<file path="src/rtl/regwb_pkg.sv">
// Shared types and constants for the register write-back queue.
package regwb_pkg;
  localparam int REG_W      = 16;
  localparam int REG_ADDR_W = 3;
  localparam int NUM_REGS   = 8;

  typedef struct packed {
    logic [REG_ADDR_W-1:0] dr;
    logic [REG_W-1:0]      data;
  } wb_entry_t;
endpackage

</file>
<file path="src/rtl/regwb_fifo.sv">
// Write-back FIFO: storage, wrapping pointers and a separate occupancy count.
// Entries are exposed oldest-first (index 0 = head) for the bypass search.
module regwb_fifo
  import regwb_pkg::*;
#(
  parameter int DEPTH = 4
) (
  input  logic                      clk,
  input  logic                      reset_n,
  input  logic                      push,
  input  logic                      pop,
  input  logic                      flush,
  input  wb_entry_t                 wr_entry,
  output wb_entry_t                 head,
  output logic [$clog2(DEPTH):0]    count,
  output wb_entry_t [DEPTH-1:0]     entries,
  output logic [DEPTH-1:0]          valid
);
  localparam int PW = $clog2(DEPTH);

  logic [PW-1:0] wr_ptr;
  logic [PW-1:0] rd_ptr;
  wb_entry_t     mem [DEPTH];

  always_ff @(posedge clk or negedge reset_n) begin
    if (!reset_n) begin
      wr_ptr <= '0;
      rd_ptr <= '0;
      count  <= '0;
    end else if (flush) begin
      rd_ptr <= wr_ptr;
      count  <= '0;
    end else begin
      if (push) wr_ptr <= wr_ptr + 1'b1;
      if (pop)  rd_ptr <= rd_ptr + 1'b1;
      if (push && !pop)      count <= count + 1'b1;
      else if (pop && !push) count <= count - 1'b1;
    end
  end

  always_ff @(posedge clk) begin
    if (push && !flush) mem[wr_ptr] <= wr_entry;
  end

  assign head = mem[rd_ptr];

  always_comb begin
    entries = '0;
    valid   = '0;
    for (int k = 0; k < DEPTH; k++) begin
      entries[k] = mem[rd_ptr + PW'(k)];
      valid[k]   = (count > (PW+1)'(k));
    end
  end
endmodule

</file>
<file path="src/rtl/regwb_queue.sv">
// Register-file write-back queue with registered drain stage.
// Optional read forwarding of pending writes is enabled by REGWB_BYPASS_EN.
module regwb_queue
  import regwb_pkg::*;
#(
  parameter int DEPTH = 4
) (
  input  logic        clk,
  input  logic        reset_n,
  input  logic        wb_valid,
  output logic        wb_ready,
  input  logic [2:0]  wb_dr,
  input  logic [15:0] wb_data,
  input  logic        flush,
  output logic        regWE,
  output logic [2:0]  DR,
  output logic [15:0] Buss,
  output logic [3:0]  pending
`ifdef REGWB_BYPASS_EN
  ,
  input  logic [2:0]  SR1,
  input  logic [2:0]  SR2,
  input  logic [15:0] Ra_rf,
  input  logic [15:0] Rb_rf,
  output logic [15:0] Ra,
  output logic [15:0] Rb
`endif
);
  localparam int CW = $clog2(DEPTH) + 1;

  logic                  push;
  logic                  pop;
  wb_entry_t             head;
  logic [CW-1:0]         count;
  wb_entry_t [DEPTH-1:0] entries;
  logic [DEPTH-1:0]      valid;

  // Ready depends only on the registered count and flush, never on wb_valid.
  assign wb_ready = (count < CW'(DEPTH)) && !flush;
  assign push     = wb_valid && wb_ready;
  assign pop      = (count != '0) && !flush;

  regwb_fifo #(.DEPTH(DEPTH)) u_fifo (
    .clk      (clk),
    .reset_n  (reset_n),
    .push     (push),
    .pop      (pop),
    .flush    (flush),
    .wr_entry ('{dr: wb_dr, data: wb_data}),
    .head     (head),
    .count    (count),
    .entries  (entries),
    .valid    (valid)
  );

  // Flush leaves an entry already on regWE alone; it simply loads nothing new.
  always_ff @(posedge clk or negedge reset_n) begin
    if (!reset_n) begin
      regWE <= 1'b0;
      DR    <= '0;
      Buss  <= '0;
    end else begin
      regWE <= pop;
      if (pop) begin
        DR   <= head.dr;
        Buss <= head.data;
      end
    end
  end

  assign pending = 4'(count) + {3'b000, regWE};

`ifdef REGWB_BYPASS_EN
  // Oldest-to-youngest scan so the youngest matching FIFO entry wins.
  always_comb begin
    Ra = Ra_rf;
    Rb = Rb_rf;
    if (regWE && DR == SR1) Ra = Buss;
    if (regWE && DR == SR2) Rb = Buss;
    for (int k = 0; k < DEPTH; k++) begin
      if (valid[k] && entries[k].dr == SR1) Ra = entries[k].data;
      if (valid[k] && entries[k].dr == SR2) Rb = entries[k].data;
    end
  end
`else
  logic unused_bypass;
  assign unused_bypass = ^{entries, valid};
`endif
endmodule
</file>
<file path="config.mk">
export PLATFORM = sky130hd
export DESIGN_NAME = regwb_queue
export DESIGN_NICKNAME = d
export VERILOG_FILES = /design/src/rtl/regwb_pkg.sv /design/src/rtl/regwb_fifo.sv /design/src/rtl/regwb_queue.sv
export SDC_FILE = /design/constraint.sdc
export NUM_CORES = 1
export LEC_CHECK = 0
export CORE_UTILIZATION = 45
export DETAILED_ROUTE_END_ITERATION = 6
export GPL_TIMING_DRIVEN = 1
export PLACE_DENSITY = 0.68
export SLEW_MARGIN = 20
export SYNTH_ARGS = -nofsm -noshare
export SYNTH_HDL_FRONTEND = slang
export SYNTH_HIERARCHICAL = 1
export SYNTH_SLANG_ARGS = --single-unit
export TNS_END_PERCENT = 1
</file>
<file path="constraint.sdc">
create_clock -name clk -period 4.35 [get_ports clk]
set_input_delay 0.87 -clock clk [delete_from_list [all_inputs] [get_ports clk]]
set_output_delay 0.87 -clock clk [all_outputs]
set_load 0.05 [all_outputs]
</file>
Word-level counts from Yosys, hierarchy flattened
Memories as Yosys holds them, arrays and structs flattened. A register that Yosys moved wholly into a read port is not among the register bits.
Cells that the tools add are included.

word-level totals
  bits in writable memories = 76
  memories kept = 1
  output and inout port bits = 25
  input bits = 23
  bits in registers = 8
  word-level logic and storage cells = 33

memory list
  memory      words  width  read ports  clocked after Yosys merged registers in  write ports  line              text
  u_fifo.mem  4      19     1           1                                        1            regwb_fifo.sv:23  wb_entry_t mem [DEPTH];

cells by class
  order comparisons = 1
  bitwise logic cells = 1
  reductions and logical operators = 14
  muxes and demuxes = 7
  add/subtract/negate cells = 5

operator list
  operator               count
  $mux W3                3
  $logic_and A1 B1 Y1    6
  $reduce_bool A3 Y1     2
  $add A2 B1 Y2 const B  2
  $add A3 B1 Y4          1
  $logic_not A1 Y1       4
  $mux W2                2
  $add A3 B1 Y3 const B  1
  $lt A3 B3 Y1 const B   1
  $sub A3 B1 Y3 const B  1
  $mux W1                2
  $reduce_and A2 Y1      1
  $reduce_bool A2 Y1     1
  $not A1 Y1             1

Longest topological paths before layout
  depth after elaboration = 8
  depth in mapped cells = 8
  depth with buffers taken out = 5

Cells and area by module
Netlist, hierarchy kept.

modules (own cells, without submodules)
  module       cells each  instances  area each (um^2)  sequential area each (um^2)
  regwb_fifo   244         1          4815.9            2457.4
  regwb_queue  116         1          1173.6            500.5

Worst setup path before layout
Ideal clock, no wire load.

  kind = in2reg
  start = input port flush
  end = memory u_fifo/mem[0][0] (netlist bit) (enable)
  buffers on the path = 1
  slack = 1078 ps
  stages on the path = 5
  library setup time = 377 ps
  data arrival time = 2895 ps
  cells stage by stage = buf_2 > nor2_1 > and2_1 > nor2b_1 > and2_1

on the way
  longest elaborated chain between the ends = 6

RTL lines
  item                           line               text
  from (decl)                    regwb_queue.sv:14  input logic flush,
  $logic_not A1 Y1               regwb_queue.sv:39  assign wb_ready = (count < CW'(DEPTH)) && !flush;
  $logic_and A1 B1 Y1            regwb_queue.sv:39
  named net wb_ready             regwb_queue.sv:11  output logic wb_ready,
  $logic_and A1 B1 Y1            regwb_queue.sv:40  assign push = wb_valid && wb_ready;
  named net push                 regwb_queue.sv:31  logic push;
  $logic_and A1 B1 Y1            regwb_fifo.sv:42   if (push && !flush) mem[wr_ptr] <= wr_entry;
  $mux W1                        regwb_fifo.sv:42
  $mux W1 (implied by the code)  regwb_fifo.sv:42
  to (decl)                      regwb_fifo.sv:23

The timed path passes the listed nets, and every way through them passes these cells.

Final worst setup path
  start = register u_fifo.count[1]
  end = output port pending[2]

on the way
  longest elaborated chain between the ends = 1

RTL lines
  item                    line               text
  from (decl)             regwb_fifo.sv:15   output logic [$clog2(DEPTH):0] count,
  from (signal assigned)  regwb_fifo.sv:36   if (push && !pop) count <= count + 1'b1;
  from (signal assigned)  regwb_fifo.sv:37   else if (pop && !push) count <= count - 1'b1;
  $add A3 B1 Y4           regwb_queue.sv:71  assign pending = 4'(count) + {3'b000, regWE};
  to (decl)               regwb_queue.sv:18  output logic [3:0] pending

No other way between the ends.

==> impl_metrics.csv <==
group,metric,value,unit
route,route.vias.total,2345,
floorplanning,coreArea,0.00982,mm^2
clocking,postCtsSetupBuffers,0,
outcome,outcome,"finished clean",
sta,report.final.setup_viol,0,
logic_synthesis,synthesis.area,0.00459,mm^2
route,met2_length,3740,um
logic_synthesis,synth_fp_nets,321,
layout,mostFrequentLayoutCells,"76 x sky130_fd_sc_hd__edfxtp_1, 47 x sky130_fd_sc_hd__clkdlybuf4s50_1, 27 x sky130_fd_sc_hd__dfrtp_1",
route,routed_via_density,5.19,
sta,timing.final.crit_share,76.4,%
floorplanning,ios,48,
critical_path,slowest_stage,"sky130_fd_sc_hd__dfrtp_1",
power,peakVddDrop,0.000305,V
critical_path,critPathArrivalTime,2.45,ns
critical_path,max_stage_delay,0.83,ns
floorplanning,row_count,36,
power,power.share.sequential,39.6,%
sta,worst-slew-pin-transition,0.945,ns
floorplanning,die_x,103,um
route,detail_route.first_pass.iterations,4,
grt,wire_length_of_the_first_global_routing_pass,12600,um
critical_path,worst-setup-path-type,"flip-flop to output port",
clocking,clkLatencyLatePin,0.36,ns
layout,mostFrequentLayoutCell,"sky130_fd_sc_hd__edfxtp_1",
clocking,cts_max_path_buffers,2,
grt,first_global_vias,2378,
power,p_int,2150,uW
grt,grt-ovfl-total,0,
route,route.layer.met1.wl,3700,um
power,p_leak,0.00185,uW
floorplanning,dieArea,0.0106,mm^2
sta,final_max_slew_viol_count,0,
clocking,cts_hold_buffers,0,
route,drt-wirelength-per-cell,17.2,um
sta,tns,0,ns
layout,synthToLayoutAreaGrowth,13.7,%
placement,detailedPlacementHpwl,4880,um
power,clock_power_share,17.5,%
layout,antenna-diode-count,0,
floorplanning,dieHeight,103,um
clocking,clk_transition_reported_paths,0.10,ns
grt,grt_util_all_layers,16.5,%
clocking,gates_resized_cts_repair,0,
placement,gp_routability_congestion,0.671,
sta,grt_setup_unrepaired,"no",
critical_path,crit_cells,3,
sta,timing.final.hold_violations,0,
floorplanning,initial_core_util,46.7,%
run,maxCapViolCount,0,
route,met3_length,239,um
critical_path,worstSetupEndpointType,"output port",
layout,post_route_cells_drive_above_1_share,16.3,%
layout,finished_core_util,53.1,%
critical_path,critical_path_required,3.48,ns
clocking,h-tree-depth,3,
power,power_switching_share,39.6,%
hold_path,hold_path_cells,2,
clocking,clk_root_buffer_cell,"sky130_fd_sc_hd__clkbuf_8",
sta,timing.slew.headroom,37.0,%
route,drt_first_iter_violations,94,
sta,max_freq,301,MHz
logic_synthesis,netlist_instances,288,
logic_synthesis,avgSynthCellArea,15.9,um^2
clocking,cts_tree,"yes",
grt,grt_antenna_before_repair,0,
route,top_signal_layer_used,"met4",
power,pwr_density_cell,682,mW/mm^2
layout,final.fill_count,843,
grt,grt_start_max_net_pins,48,
clocking,clkSinkCount,103,
power,pwr-share-comb,42.9,%
sta,period_minus_slack,3.32,ns
critical_path,critical_path.max_fanout,24,
critical_path,cp_num_buf_inv,1,
power,switching_power,1410,uW
clocking,cts_buffers,9,
hold_path,worst_hold_path_type,"flip-flop to flip-flop",
sta,timing.clock.skew,0.00825,ns
critical_path,timing.reg2reg.worst_path_depth,5,
route,route.final.wire_length,7770,um
placement,place.port_buffers,47,
layout,final_nets,347,
logic_synthesis,synth-warning-count,6,
route,detail_route.drc_violations,0,
route,antenna_violating_nets_post_route,0,
critical_path,cp_top_delay_family,"flip-flops",
critical_path,critical_path.cell_chain,"ha_1 -> xor2_1 -> clkdlybuf4s50_1",
critical_path,critical_path.startpoint_type,"flip-flop",
## flip-flops by register name, summed over array words and instances (netlist names)
name / cells
u_fifo/mem: 76
u_fifo/wr_ptr: 2
u_fifo/rd_ptr: 2
Buss: 16
DR: 3
regWE: 1
u_fifo/count: 3
## final timing paths
path                                       from          endpoint  slack, ns
worst min-delay path                    Buss[5]           Buss[5]       0.52
worst min register to register          Buss[5]           Buss[5]       0.52
worst max-delay path            u_fifo/count[1]        pending[2]       1.03
worst max register to register  u_fifo/count[2]  u_fifo/mem[2][8]       1.82
max in group asynchronous               reset_n           Buss[6]       3.20
min in group asynchronous               reset_n          Buss[13]       0.88
## through the flow
stage	total power, uW	hold slack [ns]	std cells	cell area (um^2)	worst slack (ns)
after floorplan	2710	0.499	288	4590	1.08
final	3550	0.525	452	5210	1.03
after global routing	3780	0.560	452	5210	0.872
after detailed placement	2970	0.499	436	5000	1.24
after global placement	2950	0.497	436	5000	1.24
after CTS	3600	0.532	452	5210	0.999
## final cells by class
type / instances / area (um^2) / share of cell area, %
clock inverters: 7 / 90.1 / 1.73
inverters: 5 / 18.8 / 0.360
multi-input cells: 139 / 1320 / 25.3
repair buffers: 56 / 538 / 10.3
flip-flops and latches: 103 / 2960 / 56.7
well taps: 133 / 166 / 3.19
clock buffers: 9 / 124 / 2.38
## tightest hold or removal path, stage by stage (launching register included)
cell and delay (ns):
sky130_fd_sc_hd__dfrtp_1 0.38, sky130_fd_sc_hd__nand2_1 0.07, sky130_fd_sc_hd__o211ai_2 0.05
## power by group through the flow
stage | logic [uW] | registers, uW | clock network [uW]
final | 1530 | 1410 | 622
after global routing | 1660 | 1440 | 680
after CTS | 1540 | 1420 | 642
after detailed placement | 1540 | 1440 | 0
after global placement | 1520 | 1430 | 0
after floorplan | 1040 | 1660 | 0
## metal layers
layer / global-route usage, % / vias up
met5: 0 / -
met4: 4.88 / 0
met3: 3.73 / 8
met2: 26.2 / 41
met1: 22.9 / 1185
li1: - / 1111
(Power assumes the default switching activity.)
==> RTL change (same flow settings) <==
Reset style: synchronous (`reset_n`), changed in 2 clocked blocks.
--- a/src/rtl/regwb_fifo.sv
+++ b/src/rtl/regwb_fifo.sv
@@ -22,7 +22,7 @@
   logic [PW-1:0] rd_ptr;
   wb_entry_t     mem [DEPTH];
 
-  always_ff @(posedge clk or negedge reset_n) begin
+  always_ff @(posedge clk) begin
     if (!reset_n) begin
       wr_ptr <= '0;
       rd_ptr <= '0;
--- a/src/rtl/regwb_queue.sv
+++ b/src/rtl/regwb_queue.sv
@@ -54,7 +54,7 @@
   );
 
   // Flush leaves an entry already on regWE alone; it simply loads nothing new.
-  always_ff @(posedge clk or negedge reset_n) begin
+  always_ff @(posedge clk) begin
     if (!reset_n) begin
       regWE <= 1'b0;
       DR    <= '0;
Function: differs if reset_n is asserted again (counterexample within 4 cycles, from zero or initial values and one cycle with reset_n low); with reset_n held inactive, the same outputs for 10 cycles.
==> RTL change against the unedited design <==
  * Sequential cell count up 2
  * Synthesized area fell by 5.9%
  * Sequential share of layout area is 1.5 points higher
  * Cell area decreased by 5.7%
  * Largest cell class unchanged
  * Wire length fell by 12%
  * Setup slack better by 110 ps
Power is not compared: it rests on default switching activity, and its combinational part moved more than twofold at a synthesized area within 25%.
==> RTL change: results (changes against the unedited design) <==
Status
  • Status: finished, final reports clean (unchanged)

Timing
  • Clock Skews: 8.055 ps (was 8.249 ps)
  • Slew of the pin with the lowest slew margin: 945.8 ps (was 945.4 ps)

Detailed routing
  • DRT Pass-1 Iters: 4 (unchanged)
  • Avg Vias per Cell: 4.809 (was 5.188)
  • Per-cell routed wire length: 15.77 um (was 17.19 um)
  • Starting DRT DRC Count: 108 (was 94)
  • Total number of vias: 2,087 (was 2,345)

Setup path
  • Depth of the most critical reg-to-reg path: 8 (was 5)
  • Critical Path Fanout Max: 6 (was 24)
  • Peak per-stage delay on the critical path: 810 ps (was 830 ps)
  • Worst path slowest cell: clkdlybuf4s50_1 (was dfrtp_1)
  • Crit path max-delay family: buffers and inverters (was flip-flops)
  • CP Data Arrival Time: 2350 ps (was 2450 ps)

Clock tree
  • Number of gates resized after CTS: 0 (unchanged)
  • Setup bufs post-CTS: 0 (unchanged)
  • Bufs on Longest Clock Path: 2 (unchanged)
  • Clock slew at reported path FFs: 90 ps
  • Htree depth: 3 (unchanged)
  • Root buffer selected by CTS: clkbuf_8 (unchanged)
  • Worst skew pair latency: 360 ps (about the same)
  • CTS Buf Count: 9 (unchanged)

GRT
  • Vias in the first global route: 2,095 (was 2,378)
  • Antenna violations before repair: 0 (unchanged)
  • Global-route wire length before repair: 10,790 um (was 12,630 um)
  • Largest net degree at the start of global routing: 27 (was 48)
  • Tot GR Track Use: 14.72% (was 16.48%)

Placed design
  • Port bufs: 47 (unchanged)
  • GPL Wtd Cong: 0.7374 (was 0.6707)
  • Placed cells: 418 (was 436)
  • Hpwl dp: 4248 um (was 4884 um)

Final layout
  • Share of cells above drive strength 1: 10.49% (was 16.30%)
  • ANT cells: 0 (unchanged)
  • Nets: 334 (was 347)
  • Largest regs: u_fifo/mem (76), Buss (16) (unchanged)

Synthesis
  • Syn Nets: 301 (was 321)
  • Synth warn: 6 (unchanged)
  • Synth Instances: 267 (was 288)

Power and ir drop
  • Static Leak: 1.651 nW
  • P_int: 0.001415 W
  • Worst vdd ir: 0.1647 mV

Hold path
  • Worst hold path type: flop to flop (unchanged)
  • Worst hold stages: 2 (unchanged)
-- RTL change: area by class of cell --
cell class	count	area, sq um
clock inverter	4	27.53
inverter	7	26.28
tap	129	161.4
sequential	105	2863
fill	785	4368
timing repair buffer	54	523.0
clock buffer	12	145.1
multi-input combinational	123	1170
-- RTL change: power groups by stage --
| stage | logic [W] | clock network (W) | registers (W) |
|---|---|---|---|
| 2_1_floorplan | 0.000135 | 0 | 0.00117 |
| 3_3_place_gp | 0.000217 | 0 | 0.00114 |
| 3_5_place_dp | 0.000221 | 0 | 0.00114 |
| 4_1_cts | 0.000221 | 0.000552 | 0.00111 |
| 5_1_grt | 0.000234 | 0.000595 | 0.00112 |
| 6_report | 0.000218 | 0.000539 | 0.00111 |
-- RTL change: worst paths after layout --
kind	startpoint	end	slack (ps)
hold reg to reg	Buss[13]	Buss[13]	460
setup reg to reg	u_fifo/count[2]	u_fifo/count[2]	2330
setup / recovery	flush	wb_ready	1130
hold / removal	Buss[13]	Buss[13]	460
-- RTL change: worst reg2reg max path, cell delays in order (launching register included) --
cell	delay [ps]
dfxtp_1	470
nor3_2	90
nor2_2	80
buf_4	350
inv_1	80
ha_1	360
nor4b_1	310
nor2_1	90
a21oi_1	130
-- RTL change: stage by stage --
stage / worst slack (ps) / instance area (sq um)
6_report: 1134 / 4916
5_1_grt: 1078 / 4916
4_1_cts: 1127 / 4916
3_5_place_dp: 1132 / 4743
3_3_place_gp: 1170 / 4743
2_1_floorplan: 1318 / 4313
-- RTL change: routing by layer --
metal	GRT usage, %	vias up	share of wire, %	wire length (um)
met2	23.71	49	49	3349
met4	7.579	0	2.1	144
met5	0	-	0	0
met1	19.59	1010	46	3120
met3	2.159	13	3.4	232
li1	-	1015	-	-
